### config.mk
export PLATFORM = sky130hd
export DESIGN_NAME = ifu_axi_prefetch
export DESIGN_NICKNAME = d
export VERILOG_FILES = /design/src/rtl/ifu_pkg.sv /design/src/rtl/ifu_inst_fifo.sv /design/src/rtl/ifu_axi_prefetch.sv
export SDC_FILE = /design/constraint.sdc
export NUM_CORES = 1
export LEC_CHECK = 0
export ABC_AREA = 0
export CAP_MARGIN = 20
export CORE_UTILIZATION = 60
export CTS_CLUSTER_SIZE = 25
export DETAILED_ROUTE_END_ITERATION = 16
export PLACE_DENSITY = 0.86
export SETUP_SLACK_MARGIN = 0.4
export SYNTH_ARGS = -nofsm -noshare
export SYNTH_HDL_FRONTEND = slang
export SYNTH_HIERARCHICAL = 1
export SYNTH_SLANG_ARGS = --single-unit
export TNS_END_PERCENT = 10
### constraint.sdc
create_clock -name clock -period 14.08 [get_ports clock]
set_clock_uncertainty 0.2 [all_clocks]
set_input_delay 3.52 -clock clock [delete_from_list [all_inputs] [get_ports clock]]
set_output_delay 3.52 -clock clock [all_outputs]
set_load 0.1 [all_outputs]
### src/rtl/ifu_pkg.sv
// Shared types for the prefetching instruction-fetch unit.
package ifu_pkg;

  typedef enum logic [2:0] {
    ST_AR,
    ST_R,
    ST_WAIT,
    ST_DRAIN,
    ST_HALT
  } fetch_state_t;

  localparam logic [1:0] AXI_RESP_OKAY = 2'b00;

  localparam int unsigned ENTRY_ADDR_W = 32;
  localparam int unsigned ENTRY_INST_W = 32;

  typedef struct packed {
    logic                    fault;
    logic [ENTRY_ADDR_W-1:0] pc;
    logic [ENTRY_INST_W-1:0] inst;
  } fetch_entry_t;

endpackage

### src/rtl/ifu_inst_fifo.sv
// Synchronous FIFO holding prefetched instruction entries; flush empties it in one cycle.
module ifu_inst_fifo #(
  parameter int unsigned DEPTH = 4,
  parameter int unsigned WIDTH = 65
) (
  input  logic                   clock,
  input  logic                   reset,
  input  logic                   flush,
  input  logic                   push,
  input  logic [WIDTH-1:0]       push_data,
  input  logic                   pop,
  output logic [WIDTH-1:0]       pop_data,
  output logic [$clog2(DEPTH):0] count
);

  localparam int unsigned PTR_W = $clog2(DEPTH);
  localparam int unsigned CNT_W = PTR_W + 1;

  logic [PTR_W-1:0] wr_ptr;
  logic [PTR_W-1:0] rd_ptr;
  logic [WIDTH-1:0] mem [DEPTH];
  logic             push_ok;
  logic             pop_ok;

  assign pop_ok  = pop && (count != '0);
  // A push into a full FIFO is only taken when the same cycle frees a slot.
  assign push_ok = push && ((count != CNT_W'(DEPTH)) || pop_ok);

  always_ff @(posedge clock or negedge reset) begin
    if (!reset) begin
      wr_ptr <= '0;
      rd_ptr <= '0;
      count  <= '0;
    end else if (flush) begin
      wr_ptr <= '0;
      rd_ptr <= '0;
      count  <= '0;
    end else begin
      if (push_ok) wr_ptr <= wr_ptr + PTR_W'(1);
      if (pop_ok)  rd_ptr <= rd_ptr + PTR_W'(1);
      count <= count + CNT_W'(push_ok) - CNT_W'(pop_ok);
    end
  end

  always_ff @(posedge clock) begin
    if (push_ok && !flush) mem[wr_ptr] <= push_data;
  end

  assign pop_data = mem[rd_ptr];

endmodule

### src/rtl/ifu_axi_prefetch.sv
// Sequential AXI4-Lite instruction prefetcher: one outstanding read, FIFO-buffered
// results, redirect with stale-beat drop, lane select and fault halt.
module ifu_axi_prefetch
  import ifu_pkg::*;
#(
  parameter int unsigned       ADDR_W     = 32,
  parameter int unsigned       DATA_W     = 64,
  parameter int unsigned       INST_W     = 32,
  parameter int unsigned       FIFO_DEPTH = 4,
  parameter logic [ADDR_W-1:0] RESET_PC   = 32'h8000_0000
) (
  input  logic              clock,
  input  logic              reset,
  input  logic              io_redirect_valid,
  input  logic [ADDR_W-1:0] io_redirect_pc,
  output logic              io_inst_valid,
  input  logic              io_inst_ready,
  output logic [INST_W-1:0] io_inst,
  output logic [ADDR_W-1:0] io_inst_pc,
  output logic              io_inst_fault,
  output logic [ADDR_W-1:0] axi_araddr,
  output logic              axi_arvalid,
  input  logic              axi_arready,
  input  logic [DATA_W-1:0] axi_rdata,
  input  logic [1:0]        axi_rresp,
  input  logic              axi_rvalid,
  output logic              axi_rready
);

  localparam int unsigned STEP   = INST_W / 8;
  localparam int unsigned LANES  = DATA_W / INST_W;
  localparam int unsigned OFF_LO = $clog2(STEP);
  localparam int unsigned LANE_W = (LANES > 1) ? $clog2(LANES) : 1;
  localparam int unsigned CNT_W  = $clog2(FIFO_DEPTH) + 1;
  localparam logic [ADDR_W-1:0] PC_STEP    = ADDR_W'(STEP);
  localparam logic [ADDR_W-1:0] ALIGN_MASK = ~ADDR_W'(STEP - 1);

  typedef struct packed {
    logic              fault;
    logic [ADDR_W-1:0] pc;
    logic [INST_W-1:0] inst;
  } entry_t;

  fetch_state_t      state, state_next;
  logic [ADDR_W-1:0] fetch_pc;
  logic [ADDR_W-1:0] held_pc;
  logic [ADDR_W-1:0] cap_pc;
  logic [LANE_W-1:0] cap_lane;
  logic [LANE_W-1:0] lane_at_ar;
  logic [ADDR_W-1:0] araddr_i;
  logic              drop;
  logic              run;
  logic              arvalid_i;
  logic              rready_i;
  logic              ar_hs;
  logic              r_hs;
  logic              beat_fault;
  logic              push;
  logic              pop;
  logic              pop_ok;
  logic              inst_valid;
  logic [CNT_W-1:0]  count;
  logic [CNT_W-1:0]  cnt_after_push;
  logic [CNT_W-1:0]  cnt_after_pop;
  logic [INST_W-1:0] lane_inst;
  entry_t            push_entry;
  entry_t            head;

  // While a dropped request is still waiting for arready, the old address stays on the bus.
  assign araddr_i   = drop ? held_pc : fetch_pc;
  assign lane_at_ar = (LANES > 1) ? araddr_i[OFF_LO +: LANE_W] : '0;

  assign ar_hs      = arvalid_i && axi_arready;
  assign r_hs       = rready_i && axi_rvalid;
  assign beat_fault = (axi_rresp != AXI_RESP_OKAY);

  assign inst_valid     = (count != '0);
  assign pop            = io_inst_ready && !io_redirect_valid;
  assign pop_ok         = pop && inst_valid;
  assign push           = (state == ST_R) && r_hs && !io_redirect_valid;
  assign cnt_after_push = count + CNT_W'(1) - CNT_W'(pop_ok);
  assign cnt_after_pop  = count - CNT_W'(pop_ok);

  always_ff @(posedge clock or negedge reset) begin
    if (!reset) state <= ST_AR;
    else        state <= state_next;
  end

  always_comb begin
    state_next = state;
    case (state)
      ST_AR:
        if (ar_hs) state_next = (drop || io_redirect_valid) ? ST_DRAIN : ST_R;
      ST_R:
        if (io_redirect_valid) begin
          if (r_hs) state_next = ST_AR;
          else      state_next = ST_DRAIN;
        end else if (r_hs) begin
          if (beat_fault)                              state_next = ST_HALT;
          else if (cnt_after_push < CNT_W'(FIFO_DEPTH)) state_next = ST_AR;
          else                                         state_next = ST_WAIT;
        end
      ST_WAIT:
        if (io_redirect_valid || (cnt_after_pop < CNT_W'(FIFO_DEPTH))) state_next = ST_AR;
      ST_DRAIN:
        if (r_hs) state_next = ST_AR;
      ST_HALT:
        if (io_redirect_valid) state_next = ST_AR;
      default:
        state_next = ST_AR;
    endcase
  end

  always_comb begin
    arvalid_i = 1'b0;
    rready_i  = 1'b0;
    case (state)
      ST_AR:             arvalid_i = run;
      ST_R, ST_DRAIN:    rready_i  = run;
      default: ;
    endcase
  end

  always_ff @(posedge clock or negedge reset) begin
    if (!reset) begin
      run      <= 1'b0;
      fetch_pc <= RESET_PC;
      held_pc  <= RESET_PC;
      drop     <= 1'b0;
      cap_pc   <= '0;
      cap_lane <= '0;
    end else begin
      run <= 1'b1;
      if (ar_hs) begin
        cap_pc   <= araddr_i;
        cap_lane <= lane_at_ar;
      end
      if (io_redirect_valid) fetch_pc <= io_redirect_pc & ALIGN_MASK;
      else if (push)         fetch_pc <= fetch_pc + PC_STEP;
      if (arvalid_i && io_redirect_valid && !axi_arready && !drop) begin
        drop    <= 1'b1;
        held_pc <= fetch_pc;
      end else if ((state == ST_DRAIN) && r_hs) begin
        drop <= 1'b0;
      end
    end
  end

  always_comb begin
    lane_inst = '0;
    for (int unsigned i = 0; i < LANES; i++) begin
      if (cap_lane == LANE_W'(i)) lane_inst = axi_rdata[i*INST_W +: INST_W];
    end
  end

  assign push_entry = '{fault: beat_fault, pc: cap_pc, inst: lane_inst};

  ifu_inst_fifo #(
    .DEPTH (FIFO_DEPTH),
    .WIDTH ($bits(entry_t))
  ) u_fifo (
    .clock     (clock),
    .reset     (reset),
    .flush     (io_redirect_valid),
    .push      (push),
    .push_data (push_entry),
    .pop       (pop),
    .pop_data  (head),
    .count     (count)
  );

  assign io_inst_valid = inst_valid;
  assign io_inst       = inst_valid ? head.inst  : '0;
  assign io_inst_pc    = inst_valid ? head.pc    : '0;
  assign io_inst_fault = inst_valid ? head.fault : 1'b0;
  assign axi_arvalid   = arvalid_i;
  assign axi_araddr    = arvalid_i ? araddr_i : '0;
  assign axi_rready    = rready_i;

endmodule

Word-level counts from Yosys, hierarchy flattened
Memory sizes are Yosys's and may differ from the RTL's. Index checks and enable logic that the tools add are counted.

Add/subtract/negate cells: 8. Magnitude comparators: 2. Eq/ne operators: 10. Multiplexer cells: 30. Reduce and logical (&&, ||, !) cells: 27.

Operators with widths (number): 2-to-1 mux 32 bit (7); adder 32 x 3 -> 32 bit (second input constant) (1); 2-to-1 mux 3 bit (8); case mux 3 bit (5 select lines) (1); 2-to-1 mux 2 bit (7); logical AND 1 bit (12); nonzero test 2 bit (5); subtractor 3 x 1 -> 3 bit (3); inequality test 2 bit (second input constant) (4); 2-to-1 mux 1 bit (7); equality test 3 x 2 -> 1 bit (second input constant) (2); < comparator 3 bit (second input constant) (2); inequality test 3 bit (second input constant) (2); AND reduction 5 bit (1); adder 2 x 1 -> 2 bit (second input constant) (2); adder 3 x 1 -> 3 bit (1); adder 3 x 1 -> 3 bit (second input constant) (1); equality test 3 x 1 -> 1 bit (second input constant) (1); equality test 3 bit (second input constant) (1); logical NOT 1 bit (3); logical NOT 3 bit (1); logical OR 1 bit (3); nonzero test 3 bit (1); OR reduction 2 bit (1).

Flip-flop bits (word level): 109. RAM bits: 260. Input bits: 104. Output and inout bits: 100. Logic and storage cells: 88. Memories kept: 1.

Memories: u_fifo.mem (depth 4, width 65, rd ports 1, clocked after Yosys merged registers in 0, wr ports 1, line ifu_inst_fifo.sv:21) `logic [WIDTH-1:0] mem [DEPTH];`.

Depth between registers and ports, before layout
Word-level depth: 10. Gate-level depth with buffers: 12. Gate-level depth less buffers: 11.

Hierarchy
Netlist, hierarchy kept.

Modules (own cells, without submodules): ifu_inst_fifo (times used 1, cells an instance 384, area each 9872.0 µm², sequential area each 7982.7 µm²); ifu_axi_prefetch (times used 1, cells an instance 575, area each 5580.4 µm², sequential area each 2379.8 µm²).

Worst setup path before layout
Ideal clock, no wire load.

Path kind: input port to flip-flop. Start: in io_redirect_valid. End: mem u_fifo.mem[0][0] (enable). Setup time: 582 ps. Arrival: 9214 ps. Data required time: 13298 ps. Slack: 4084 ps. Stages on the path: 6. Path buffers: 3. Cells stage by stage: clkbuf_1 > clkbuf_1 > clkbuf_1 > nor2_1 > o41ai_1 > nor3b_1.

Elaborated cells between the ends (all ways): 9. Those cells by class: mux: 2; reduce/logical: 7.

RTL lines: from (decl) (line ifu_axi_prefetch.sv:14) `input logic io_redirect_valid,`; logical NOT 1 bit (line ifu_axi_prefetch.sv:80) `assign push = (state == ST_R) && r_hs && !io_redirect_valid;`; logical AND 1 bit (line ifu_axi_prefetch.sv:80); via push (line ifu_axi_prefetch.sv:58) `logic push;`; logical AND 1 bit (line ifu_inst_fifo.sv:27) `assign push_ok = push && ((count != CNT_W'(DEPTH)) || pop_ok);`; logical AND 1 bit (line ifu_inst_fifo.sv:46) `if (push_ok && !flush) mem[wr_ptr] <= push_data;`; 2-to-1 mux 1 bit (line ifu_inst_fifo.sv:46); 2-to-1 mux 1 bit (implied by the code) (line ifu_inst_fifo.sv:46); to (decl) (line ifu_inst_fifo.sv:21).

The timed path passes the listed nets, and every way through them passes these cells.

==> impl_metrics.prom <==
# TYPE chip_impl_metric gauge
chip_impl_metric{name="htree_levels",unit=""} 2
chip_impl_metric{name="syn_area_per_cell",unit="um2"} 16.11
chip_impl_metric{name="fin_crit",unit="ns"} 7.591
chip_impl_metric{name="part_of_the_yosys_area_used_for_sequential_elements",unit="%"} 67.06
chip_impl_metric{name="detailedRoute.firstPassIterationCount",unit=""} 5
chip_impl_metric{name="total_via_count_after_detailed_routing",unit=""} 8808
chip_impl_metric{name="report.final.setup_viol",unit=""} 0
chip_impl_metric{name="core_area",unit="mm2"} 0.02525
chip_impl_info{name="cell_breakdown_of_the_critical_path",value="buf_4 -> mux4_2 -> and2_1 -> clkdlybuf4s50_1"} 1
chip_impl_metric{name="power.share.switching",unit="%"} 41.31
chip_impl_metric{name="drt-total-wl",unit="um"} 32010
chip_impl_metric{name="pwr-share-comb",unit="%"} 40.4
chip_impl_metric{name="grt_use_total",unit="%"} 25.20
chip_impl_metric{name="wl_per_cell",unit="um"} 21.03
chip_impl_metric{name="timing.slew.headroom",unit="%"} 29.92
chip_impl_metric{name="synth-edff-count",unit=""} 260
chip_impl_info{name="worst_setup_path_start_kind",value="flop"} 1
chip_impl_metric{name="placement.io_buffers",unit=""} 199
chip_impl_metric{name="unique_cell_type_count_in_the_yosys_netlist",unit=""} 52
chip_impl_metric{name="static-leakage-power",unit="uW"} 0.006753
chip_impl_metric{name="clock_buffer_count_from_cts",unit=""} 36
chip_impl_metric{name="power_density",unit="mW/mm2"} 213.2
chip_impl_metric{name="ys.warnings.count",unit=""} 6
chip_impl_metric{name="clock_insertion_delay_worst_skew",unit="ns"} 0.51
chip_impl_metric{name="cellInternalPower",unit="uW"} 2363
chip_impl_metric{name="switching_pwr",unit="uW"} 1663
chip_impl_info{name="root_buffer",value="sky130_fd_sc_hd__clkbuf_16"} 1
chip_impl_metric{name="worst_ep_arrival_time",unit="ns"} 3.87
chip_impl_info{name="r2r_start",value="state[2]"} 1
chip_impl_info{name="yosys.area.top_type",value="sky130_fd_sc_hd__edfxtp_1"} 1
chip_impl_metric{name="hold_path_depth",unit=""} 1
chip_impl_metric{name="tns",unit="ns"} 0
chip_impl_metric{name="grt_antenna_before_repair",unit=""} 1
chip_impl_metric{name="clock_tree_sinks",unit=""} 362
chip_impl_metric{name="synth.cell_area",unit="mm2"} 0.01545
chip_impl_metric{name="num_rows",unit=""} 58
chip_impl_metric{name="dieArea",unit="mm2"} 0.02640
chip_impl_info{name="synth_top_cells_by_area",value="sky130_fd_sc_hd__edfxtp_1, sky130_fd_sc_hd__dfrtp_1, sky130_fd_sc_hd__mux4_2, sky130_fd_sc_hd__and2_1, sky130_fd_sc_hd__mux2_4"} 1
chip_impl_metric{name="worstPathMaxFanout",unit=""} 38
chip_impl_metric{name="syn_inst",unit=""} 959
chip_impl_metric{name="clk_pin_slew",unit="ns"} 0.06
chip_impl_metric{name="synth-seq-cells",unit=""} 362
chip_impl_metric{name="grt_pass1_wl",unit="um"} 50070
chip_impl_metric{name="max-clock-path-buffers",unit=""} 3
chip_impl_info{name="min_delay_worst_endpoint",value="held_pc[13]"} 1
chip_impl_metric{name="ir_worst_vdd",unit="mV"} 0.1866
chip_impl_metric{name="critical_path.max_stage_delay",unit="ns"} 1.00
chip_impl_metric{name="drt-vias-per-instance",unit=""} 5.787
chip_impl_metric{name="fmaxAchievable",unit="MHz"} 131.7
chip_impl_metric{name="share_seq_of_total_power",unit="%"} 36.5
chip_impl_metric{name="final-hold-violation-count",unit=""} 0
chip_impl_info{name="hold_path_startpoint",value="held_pc[13]"} 1
chip_impl_info{name="worst_hold_path_type",value="flop to flop"} 1
chip_impl_metric{name="floorplan.initialDensity",unit="%"} 61.19
chip_impl_metric{name="async_flop_share",unit="%"} 28.18
chip_impl_metric{name="pwr-share-clk",unit="%"} 23.1
chip_impl_metric{name="diodes",unit=""} 0
chip_impl_metric{name="areaGrowthSynthToFinish",unit="%"} 22.18
chip_impl_metric{name="reg2reg_depth",unit=""} 4
chip_impl_info{name="rsz0062_at_grt",value="false"} 1
chip_impl_metric{name="post-route-period-util",unit="%"} 53.91
chip_impl_metric{name="drt-initial-drc-count",unit=""} 645
chip_impl_metric{name="final_antenna_net_count",unit=""} 0
chip_impl_info{name="postSynth.topFlopCell",value="sky130_fd_sc_hd__edfxtp_1"} 1
chip_impl_metric{name="floorplan.io_pins",unit=""} 204
chip_impl_metric{name="die_height",unit="um"} 162.5
chip_impl_metric{name="grt-ovfl-total",unit=""} 0
chip_impl_metric{name="maximum_number_of_pins_on_one_net_before_global_route_repair",unit=""} 78
chip_impl_metric{name="max_cap_violations",unit=""} 0
chip_impl_metric{name="drt_drc_violations_left",unit=""} 0
chip_impl_info{name="cp-end-kind",value="primary output"} 1
chip_impl_metric{name="worst_slew_pin_slew",unit="ns"} 1.051
chip_impl_info{name="run_status",value="finished, final reports clean"} 1
chip_impl_metric{name="grt_pass1_vias",unit=""} 9128
chip_impl_metric{name="final_max_slew_viol_count",unit=""} 0
chip_impl_metric{name="layout_setup_ws",unit="ns"} 6.489
chip_impl_metric{name="reg2reg_setup_slack",unit="ns"} 10.90
chip_impl_metric{name="post_layout_net_count",unit=""} 1275
chip_impl_metric{name="synth_top_area_share",unit="%"} 50.53
chip_impl_metric{name="routabilityCongestion",unit=""} 0.8807
chip_impl_metric{name="postLayoutCoreUtil",unit="%"} 74.76
chip_impl_metric{name="cts.repair.resized",unit=""} 0
chip_impl_info{name="tritoncts",value="yes"} 1
chip_impl_metric{name="die_x",unit="um"} 162.5
chip_impl_metric{name="post-dp-hpwl",unit="um"} 19610
chip_impl_metric{name="cts_post_setup_buffers_inserted",unit=""} 0
chip_impl_info{name="slowest_stage_cell_cp",value="sky130_fd_sc_hd__clkdlybuf4s50_1"} 1
chip_impl_metric{name="drive_gt1_share",unit="%"} 18.29
chip_impl_metric{name="cts_hold_buffers",unit=""} 0
chip_impl_metric{name="critical_path_required",unit="ns"} 10.36
chip_impl_info{name="r2r_end",value="held_pc[7]"} 1
chip_impl_info{name="worstSetupPathType",value="flop to primary output"} 1
chip_impl_metric{name="dp_worst_setup_slack",unit="ns"} 6.929
-- layer usage --
layer / up-vias / GRT usage [%] / wire length [um]
met2: 394 / 42.56 / 16070
li1: 3987 / - / -
met5: - / 0 / 13
met1: 4364 / 33.36 / 12640
met4: 2 / 8.834 / 843
met3: 61 / 4.151 / 2435
-- power groups by stage --
stage | Sequential (uW) | Clock [uW] | Combinational [uW]
detailed placement | 1490 | 0 | 1620
global route | 1490 | 986 | 1690
floorplan | 1430 | 0 | 1290
CTS | 1470 | 944 | 1630
finish | 1470 | 930 | 1630
global placement | 1470 | 0 | 1590
-- state kept, by name, indices dropped and copies added, names as in the netlist --
signal and flops:
state 3, u_fifo/wr_ptr 2, held_pc 30, cap_pc 30, u_fifo/count 3, run 1
fetch_pc 30, u_fifo/rd_ptr 2, u_fifo/mem 260, drop 1
-- cells by family after synthesis --
kind of cell / share of synthesized area (%)
buffers and inverters: 2.413
multiplexers: 16.99
adder cells (fa/ha/maj): 0.6154
flip-flops: 67.06
AO/OA/AOI/OAI: 2.680
XOR/XNOR: 1.814
AND/OR/NAND/NOR: 8.381
other: 0.04860
-- Yosys cell counts, drive strengths merged (2+ instances only) --
| master | instances |
|---|---|
| a211o | 2 |
| buf | 24 |
| mux2i | 32 |
| ha | 6 |
| nor2 | 78 |
| xor2 | 25 |
| mux2 | 65 |
| xnor2 | 7 |
| nor3 | 5 |
| a31oi | 2 |
| and4 | 2 |
| and3 | 5 |
| a21oi | 32 |
| nor2b | 4 |
| nand3 | 15 |
| conb | 2 |
| inv | 7 |
| dfstp | 2 |
| clkbuf | 35 |
| nand2 | 38 |
| o21ai | 30 |
| nand2b | 5 |
| and2 | 70 |
| mux4 | 65 |
| or3 | 4 |
| dfrtp | 100 |
| nor3b | 6 |
| edfxtp | 260 |
| nand4 | 15 |
-- area by class of cell --
cell class,count,area [um2]
Clock buffer,49,1021
Inverter,7,26.28
Fill cell,1454,6375
Timing Repair Buffer,217,2137
Multi-Input combinational cell,540,4775
Tap cell,330,412.9
Clock inverter,17,140.1
Sequential cell,362,10370
-- critical path: cells and delay by family, from the launching register on --
family	cells	cell delay [ns]
DFF	1	0.88
buffers and inverters	2	1.72
muxes	1	0.59
and+or+nand+nor	1	0.16
-- stage by stage --
| stage | cell area (um2) | power, uW | hold slack (ns) | std cells |
|---|---|---|---|---|
| after floorplan | 15490 | 2716 | 0.2742 | 968 |
| after global placement | 17690 | 3067 | 0.2874 | 1454 |
| after detailed placement | 17690 | 3106 | 0.2932 | 1454 |
| after CTS | 18850 | 4041 | 0.3127 | 1520 |
| after global routing | 18880 | 4169 | 0.3249 | 1522 |
| final | 18880 | 4026 | 0.3130 | 1522 |
-- cell usage in the layout, fill, tap and decap left out, types with 6 or more instances in the layout --
| cell type | synthesis | routed |
|---|---|---|
| sky130_fd_sc_hd__edfxtp_1 | 260 | 260 |
| sky130_fd_sc_hd__clkbuf_1 | 35 | 7 |
| sky130_fd_sc_hd__nand3_1 | 15 | 15 |
| sky130_fd_sc_hd__mux2_4 | 29 | 29 |
| sky130_fd_sc_hd__mux4_2 | 65 | 65 |
| sky130_fd_sc_hd__nand2_1 | 38 | 38 |
| sky130_fd_sc_hd__a21oi_1 | 32 | 32 |
| sky130_fd_sc_hd__buf_4 | 5 | 17 |
| sky130_fd_sc_hd__nand4_1 | 15 | 15 |
| sky130_fd_sc_hd__xnor2_1 | 7 | 7 |
| sky130_fd_sc_hd__and2_1 | 70 | 69 |
| sky130_fd_sc_hd__clkdlybuf4s50_1 | 0 | 197 |
| sky130_fd_sc_hd__xor2_1 | 25 | 25 |
| sky130_fd_sc_hd__mux2i_1 | 32 | 32 |
| sky130_fd_sc_hd__ha_1 | 6 | 6 |
| sky130_fd_sc_hd__clkinv_2 | 0 | 7 |
| sky130_fd_sc_hd__nor2_1 | 78 | 78 |
| sky130_fd_sc_hd__o21ai_0 | 30 | 30 |
| sky130_fd_sc_hd__dfrtp_1 | 100 | 98 |
| sky130_fd_sc_hd__mux2_2 | 35 | 35 |
| sky130_fd_sc_hd__conb_1 | 2 | 11 |
| sky130_fd_sc_hd__clkbuf_16 | 0 | 37 |
| sky130_fd_sc_hd__inv_1 | 7 | 7 |
-- how the worst max path moves through the flow --
| stage | start | end | depth (start not counted) |
|---|---|---|---|
| 2_1_floorplan | io_redirect_valid | u_fifo/mem[0][0] | 6 |
| 3_3_place_gp | u_fifo/rd_ptr[0] | io_inst_fault | 4 |
| 3_5_place_dp | u_fifo/rd_ptr[0] | io_inst_pc[2] | 4 |
| 4_1_cts | u_fifo/rd_ptr[0] | io_inst_pc[2] | 4 |
| 5_1_grt | u_fifo/rd_ptr[0] | io_inst_pc[2] | 4 |
| 6_report | u_fifo/rd_ptr[0] | io_inst_pc[2] | 4 |
Power figures use the tool's default switching activity.
